<file path="src/rtl/turing_pkg.sv">
// turing_pkg: shared state encoding and default word width for the serial link
package turing_pkg;
  typedef enum logic {IDLE, SHIFT} tx_state_t;
  localparam int WORD_W = 8;
endpackage

</file>
<file path="src/rtl/shift_register_piso_tx_counter.sv">
// shift_register_piso_tx_counter: loadable up/down bit counter with synchronous clear
module shift_register_piso_tx_counter #(
  parameter int CW = 3
) (
  input  logic          clock,
  input  logic          reset_L,
  input  logic          clear,
  input  logic          load,
  input  logic          en,
  input  logic          up,
  input  logic [CW-1:0] load_val,
  output logic [CW-1:0] count
);
  logic [CW-1:0] count_q, count_d;
  // clear beats load, load beats counting
  always_comb count_d = clear ? '0 : load ? load_val : en ? (up ? count_q + 1'b1 : count_q - 1'b1) : count_q;
  // count register, asynchronously reset
  always_ff @(posedge clock or negedge reset_L)
    if (!reset_L) count_q <= '0;
    else count_q <= count_d;
  assign count = count_q;
endmodule

</file>
<file path="src/rtl/shift_register_piso_tx.sv">
// shift_register_piso_tx: handshaked parallel-in/serial-out transmitter, MSB- or LSB-first
module shift_register_piso_tx
  import turing_pkg::*;
#(
  parameter int W  = WORD_W,
  parameter int CW = $clog2(W)
) (
  input  logic         clock,
  input  logic         reset_L,
  input  logic         clear,
  input  logic [W-1:0] data_in,
  input  logic         left,
  input  logic         valid_in,
  output logic         ready_out,
  input  logic         shift_en,
  output logic         serial_out,
  output logic         serial_valid,
  output logic         frame_last,
  output logic         busy
);
  tx_state_t     state_q, state_d;
  logic [W-1:0]  sreg_q, sreg_d;
  logic          dir_q, dir_d;
  logic [CW-1:0] count;
  logic          accept, advance, in_shift;
  assign in_shift  = state_q == SHIFT;
  assign advance   = in_shift && shift_en;
  assign ready_out = !clear && (state_q == IDLE || (advance && count == '0));
  assign accept    = valid_in && ready_out;
  shift_register_piso_tx_counter #(.CW(CW)) u_count (
    .clock    (clock),
    .reset_L  (reset_L),
    .clear    (clear),
    .load     (accept),
    .en       (advance && count != '0),
    .up       (1'b0),
    .load_val (CW'(W - 1)),
    .count    (count)
  );
  // next state: clear aborts, accept (re)loads, advance shifts toward the output end or finishes
  always_comb begin
    state_d = state_q;
    sreg_d  = sreg_q;
    dir_d   = dir_q;
    if (clear) begin
      state_d = IDLE;
      sreg_d  = '0;
    end else if (accept) begin
      state_d = SHIFT;
      sreg_d  = data_in;
      dir_d   = left;
    end else if (advance) begin
      if (count != '0) sreg_d = dir_q ? sreg_q << 1 : sreg_q >> 1;
      else begin
        state_d = IDLE;
        sreg_d  = '0;
      end
    end
  end
  // state, shift register and direction flops, asynchronously reset
  always_ff @(posedge clock or negedge reset_L)
    if (!reset_L) begin
      state_q <= IDLE;
      sreg_q  <= '0;
      dir_q   <= 1'b0;
    end else begin
      state_q <= state_d;
      sreg_q  <= sreg_d;
      dir_q   <= dir_d;
    end
  assign serial_out   = in_shift && (dir_q ? sreg_q[W-1] : sreg_q[0]);
  assign serial_valid = in_shift;
  assign frame_last   = in_shift && count == '0;
  assign busy         = in_shift;
endmodule
</file>
<file path="config.mk">
export PLATFORM = sky130hd
export DESIGN_NAME = shift_register_piso_tx
export DESIGN_NICKNAME = d
export VERILOG_FILES = /design/src/rtl/turing_pkg.sv /design/src/rtl/shift_register_piso_tx_counter.sv /design/src/rtl/shift_register_piso_tx.sv
export SDC_FILE = /design/constraint.sdc
export NUM_CORES = 1
export LEC_CHECK = 0
export ABC_AREA = 1
export CAP_MARGIN = 20
export CORE_ASPECT_RATIO = 1.1
export CORE_UTILIZATION = 45
export CTS_BUF_LIST = sky130_fd_sc_hd__clkbuf_8
export CTS_CLUSTER_SIZE = 24
export DETAILED_ROUTE_END_ITERATION = 8
export PLACE_DENSITY = 0.79
export SLEW_MARGIN = 20
export SYNTH_ARGS = -nofsm -noshare
export SYNTH_HDL_FRONTEND = slang
export SYNTH_SLANG_ARGS = --single-unit
</file>
<file path="constraint.sdc">
create_clock -name clock -period 1.8 [get_ports clock]
set_input_delay 0.36 -clock clock [delete_from_list [all_inputs] [get_ports clock]]
set_output_delay 0.36 -clock clock [all_outputs]
set_load 0.05 [all_outputs]
</file>
# Word-level counts from Yosys, hierarchy flattened
# Cells that the tools add are included.
# word_totals
register_bits	13
out_inout_bits	5
# classes
n_addsub	1
eq_ne	1
n_mux	13
n_bitwise	2
reduce_logical	15
# ops
operator	n
$mux W8	5
$mux W3	3
$reduce_bool A3 Y1	3
$logic_and A1 B1 Y1	7
$mux W1	5
$reduce_and A2 Y1	2
$logic_not A3 Y1	1
$ne A3 B2 Y1 const B	1
$sub A3 B1 Y3 const B	1
$not A1 Y1	2
$logic_not A1 Y1	1
$logic_or A1 B1 Y1	1

# Depth between registers and ports, before layout
# Gate-level depths: netlist (run 1).
# depth
word_depth	7
mapped_depth	10
depth_no_buf	9

# Hierarchy
# From an unflattened synthesis (run 1), not the netlist that was laid out.
# hier_totals
cells_unflattened	144
hier_area_um2	978.4
# by_module_without_submodules
mod	instances	cells_each	area_per_inst_um2
shift_register_piso_tx	1	113	764.5
shift_register_piso_tx_counter	1	31	214.0

# Least setup slack after synthesis (run 1)
# No wires, ideal clock.
# synth_timing
path_type	register to output
startpoint	register state_q, in the netlist busy
endpoint	output serial_out
arrival_ps	1589
required_ps	1440
slack_ps	-149
path_stages_with_launch	3
n_path_buf	0
path_cell_list	dfrtp_1 > o21ai_0 > nor2_1
# synth_between
elab_chain_cells	1
# synth_rtl
element	line_no	source
start: declaration	shift_register_piso_tx.sv:21	tx_state_t state_q, state_d;
start signal: assignment	shift_register_piso_tx.sv:67	state_q <= state_d;
$logic_and A1 B1 Y1	shift_register_piso_tx.sv:71	assign serial_out = in_shift && (dir_q ? sreg_q[W-1] : sreg_q[0]);
end: declaration	shift_register_piso_tx.sv:16	output logic serial_out,
# No other way between the ends.

# Final worst setup path (run 1)
# layout_timing
startpoint	input shift_en
endpoint	output ready_out
# layout_between
elab_chain_cells	4
# layout_rtl
element	line_no	source
start: declaration	shift_register_piso_tx.sv:15	input logic shift_en,
$logic_and A1 B1 Y1	shift_register_piso_tx.sv:27	assign advance = in_shift && shift_en;
$logic_and A1 B1 Y1	shift_register_piso_tx.sv:28	assign ready_out = !clear && (state_q == IDLE || (advance && count == '0));
$logic_or A1 B1 Y1	shift_register_piso_tx.sv:28	
$logic_and A1 B1 Y1	shift_register_piso_tx.sv:28	
end: declaration	shift_register_piso_tx.sv:14	output logic ready_out,
# No other way between the ends.

==> summary.md, run 1 <==
| Metric | Value |
|---|---|
| DR pass1 iterations | 6 |
| Worst Path Class, Setup | in -> out |
| Ys async rst share | 100% |
| Ys flop type | dfrtp_1 |
| Number of synthesized flops with an enable pin | 0 |
| CP Buf/Inv Count | 2 |
| Die area | 2110 um^2 |
| Die H | 48.1 um |
| Total of max-cap violations | 0 |
| Worst Reg-to-Reg Cells | 8 |
| Layout cells sized above 1 | 20.0% |
| Reg power frac | 40.1% |
| Worst hold slack | 0.503 ns |
| DRT iter0 DRCs | 43 |
| Max Root-Sink Buffers | 2 |
| CP cell instances | clkdlybuf4s50_1 > nand3_4 > a21oi_4 > buf_12 |
| Switching power | 0.290 mW |
| Slowest CP cell | clkdlybuf4s50_1 |
| Crit path DAT | 1.35 ns |
| CTS tree | yes |
| Wire per inst | 12.8 um |
| Minimum clock period | 1.71 ns |
| Root Buffer Master | clkbuf_8 |
| DR vias/cell | 5.40 |
| Power density cells | 732 nW/um^2 |
| Clock power frac | 28.9% |
| DRT Wirelength | 2150 um |
| Clock skew | 0.00198 ns |
| Largest stage delay, worst path | 0.53 ns |
| First-pass GRT wire length | 3180 um |
| Actual slew at the worst max-slew pin | 0.600 ns |
| Count of cell types in the netlist | 23 |
| Largest cells by area after synthesis | dfrtp_1, nand2_1, a21oi_1 |
| Leak Pwr | 0.582 nW |
| Initial core utilization | 48.2% |
| Slew Limit Fails | 0 |
| Vias in the first global route | 769 |
| Avg Cell Area, Syn | 6.78 um^2 |
| Slew margin rel. | 59.9% |
| Post-Syn Area | 868 um^2 |
| N_diodes | 0 |
| # setup viols final | 0 |
| Syn nets | 144 |
| Gate power share | 31.0% |
| Cell Int Power | 0.575 mW |
| Total CTS buffers | 3 |
| Antenna violations before repair | 0 |
| F_max | 585 MHz |
| Yosys warns | 0 |
| Total power | 0.866 mW |
| CP required | 1.44 ns |
| Setup bufs post-CTS | 0 |
| Net count, final | 167 |
| Core Box Area | 1800 um^2 |
| Area leader, netlist | dfrtp_1 |
| Top delay family on crit path | buffers and inverters |
| Synth Instances | 128 |
| Area grow syn2layout | 36.2% |
| Reg2reg setup slack | 0.32 ns |
| RSZ-0062 raised after global routing | false |
| Post-route ant nets | 0 |
| Worst setup EP type | output port |
| Critical R2R Launch | u_count.count[1]$_DFFE_PN0P_ |
| Status | finished, final reports clean |
| Largest net degree at the start of global routing | 14 |
| Residual DRC | 0 |
| CP Max Fanout | 2 |
| Synth cell count leaders | nand2_1, dfrtp_1, a21oi_1, nand3_1, nor2_1 |
| Post-DP HPWL | 1530 um |
| Yosys top cell area share | 37.5% |
| Setup TNS | 0 ns |
| Reg2reg end | sreg_q[7]$_DFFE_PN0P_ |
| Vias post-DR | 908 |
| CTS sink cnt | 13 |
| I/O pin cnt | 19 |
| Final period util | 95.0% |
| Final hold vios | 0 |
| I/O Buffers | 18 |
| Clk_lat worst skew | 0.23 ns |
| Util after Layout | 65.6% |
| VDD IR-drop max | 446 uV |
| Fill cells | 135 |
| Worst min path class | in -> async |
| Final GP Congestion | 0.884 |
| FF+latch count, synth | 13 |
| Top-count cell post-synth | nand2_1 |
| DIE WIDTH | 43.9 um |
| GRT Util Overall | 20.3% |
| FP Rows | 16 |
| Gr ovfl total | 0 |
| CTS clk-pin slew, worst paths | 0.06 ns |
| H-tree depth | 1 |
| Setup crit start kind | input port |
| Switching part of the total power | 33.6% |
| Sequential fraction of the synthesis area | 37.5% |
[area by class of cell]
class                      count  area [um^2]  share of cell area (%)
tap                           18         22.5                    1.90
clock inverter                 1         3.75                   0.317
inverter                      11         42.5                    3.60
sequential                    13          325                    27.5
timing repair buffer          23          243                    20.5
clock buffer                   3         41.3                    3.49
multi-input combinational     99          504                    42.6
[cell usage in the layout (no fill, tap or decap), drive strengths merged]
cell type	n
clkbuf	3
o311ai	1
a31oi	1
buf	10
clkinv	1
nand3	11
o21ai	3
inv	11
dfrtp	13
o211ai	1
nand2	58
a21oi	11
ha	2
nor2	7
clkdlybuf4s50	13
nand4	4
[registers in the layout, summed over array words and instances, names as in the netlist]
| signal | count |
|---|---|
| sreg_q | 8 |
| u_count.count | 3 |
| dir_q | 1 |
| busy | 1 |
[power by group through the flow]
stage	Combinational [mW]	Sequential [mW]	Clock [mW]
after floorplan	0.159	0.340	0
after detailed placement	0.253	0.350	0
final	0.268	0.347	0.251
after CTS	0.254	0.345	0.256
after global placement	0.249	0.349	0
after global routing	0.292	0.350	0.271
[worst max-delay path by stage]
| stage | to | cells after the start | from |
|---|---|---|---|
| 3_3_place_gp | ready_out | 4 | shift_en |
| 6_report | ready_out | 4 | shift_en |
| 4_1_cts | ready_out | 5 | u_count.count[0]$_DFFE_PN0P_ |
| 3_5_place_dp | sreg_q[3]$_DFFE_PN0P_ | 7 | shift_en |
| 5_1_grt | ready_out | 5 | u_count.count[1]$_DFFE_PN0P_ |
| 2_1_floorplan | serial_out | 2 | busy$_DFFE_PN0P_ |
[stage by stage]
step	setup WS, ns	cell area [um^2]	instances
after global routing	0.0385	1180	168
after detailed placement	0.0707	1110	164
after floorplan	0.0314	873	128
final	0.0899	1180	168
after global placement	0.0982	1110	164
after CTS	0.00432	1150	168
[routing by layer]
metal	vias up	track usage (%)	routed length, um
li1	455	-	-
met4	0	12.7	95
met3	13	2.26	126
met1	396	27.5	921
met2	44	31.3	1000
met5	-	0	0
[kinds of logic (layout without fill, tap and decap cells)]
| group | count (synthesis) | count (layout) | synth area share, % |
|---|---|---|---|
| compound gates | 17 | 17 | 11.5 |
| buf+inv | 16 | 38 | 8.21 |
| flops | 13 | 13 | 37.5 |
| simple gates | 80 | 80 | 39.9 |
| fa+ha+maj | 2 | 2 | 2.88 |
[timing repair]
action / CTS / global route
hold buffers: 0 / 0
hold endpoints to repair: 0 / 0
gates resized for setup: 0 / 5
endpoints found under the setup margin: 0 / 1
No activity file was read; power rests on OpenSTA's default activity.
==> inputs of run 2 (changes only) <==
--- a/config.mk
+++ b/config.mk
@@ -6,7 +6,6 @@
 export NUM_CORES = 1
 export LEC_CHECK = 0
 export ABC_AREA = 1
-export CAP_MARGIN = 20
 export CORE_ASPECT_RATIO = 1.1
 export CORE_UTILIZATION = 45
 export CTS_BUF_LIST = sky130_fd_sc_hd__clkbuf_8
==> results of run 2 <==
The final DEF is identical to that of run 1; final timing and power are the same.
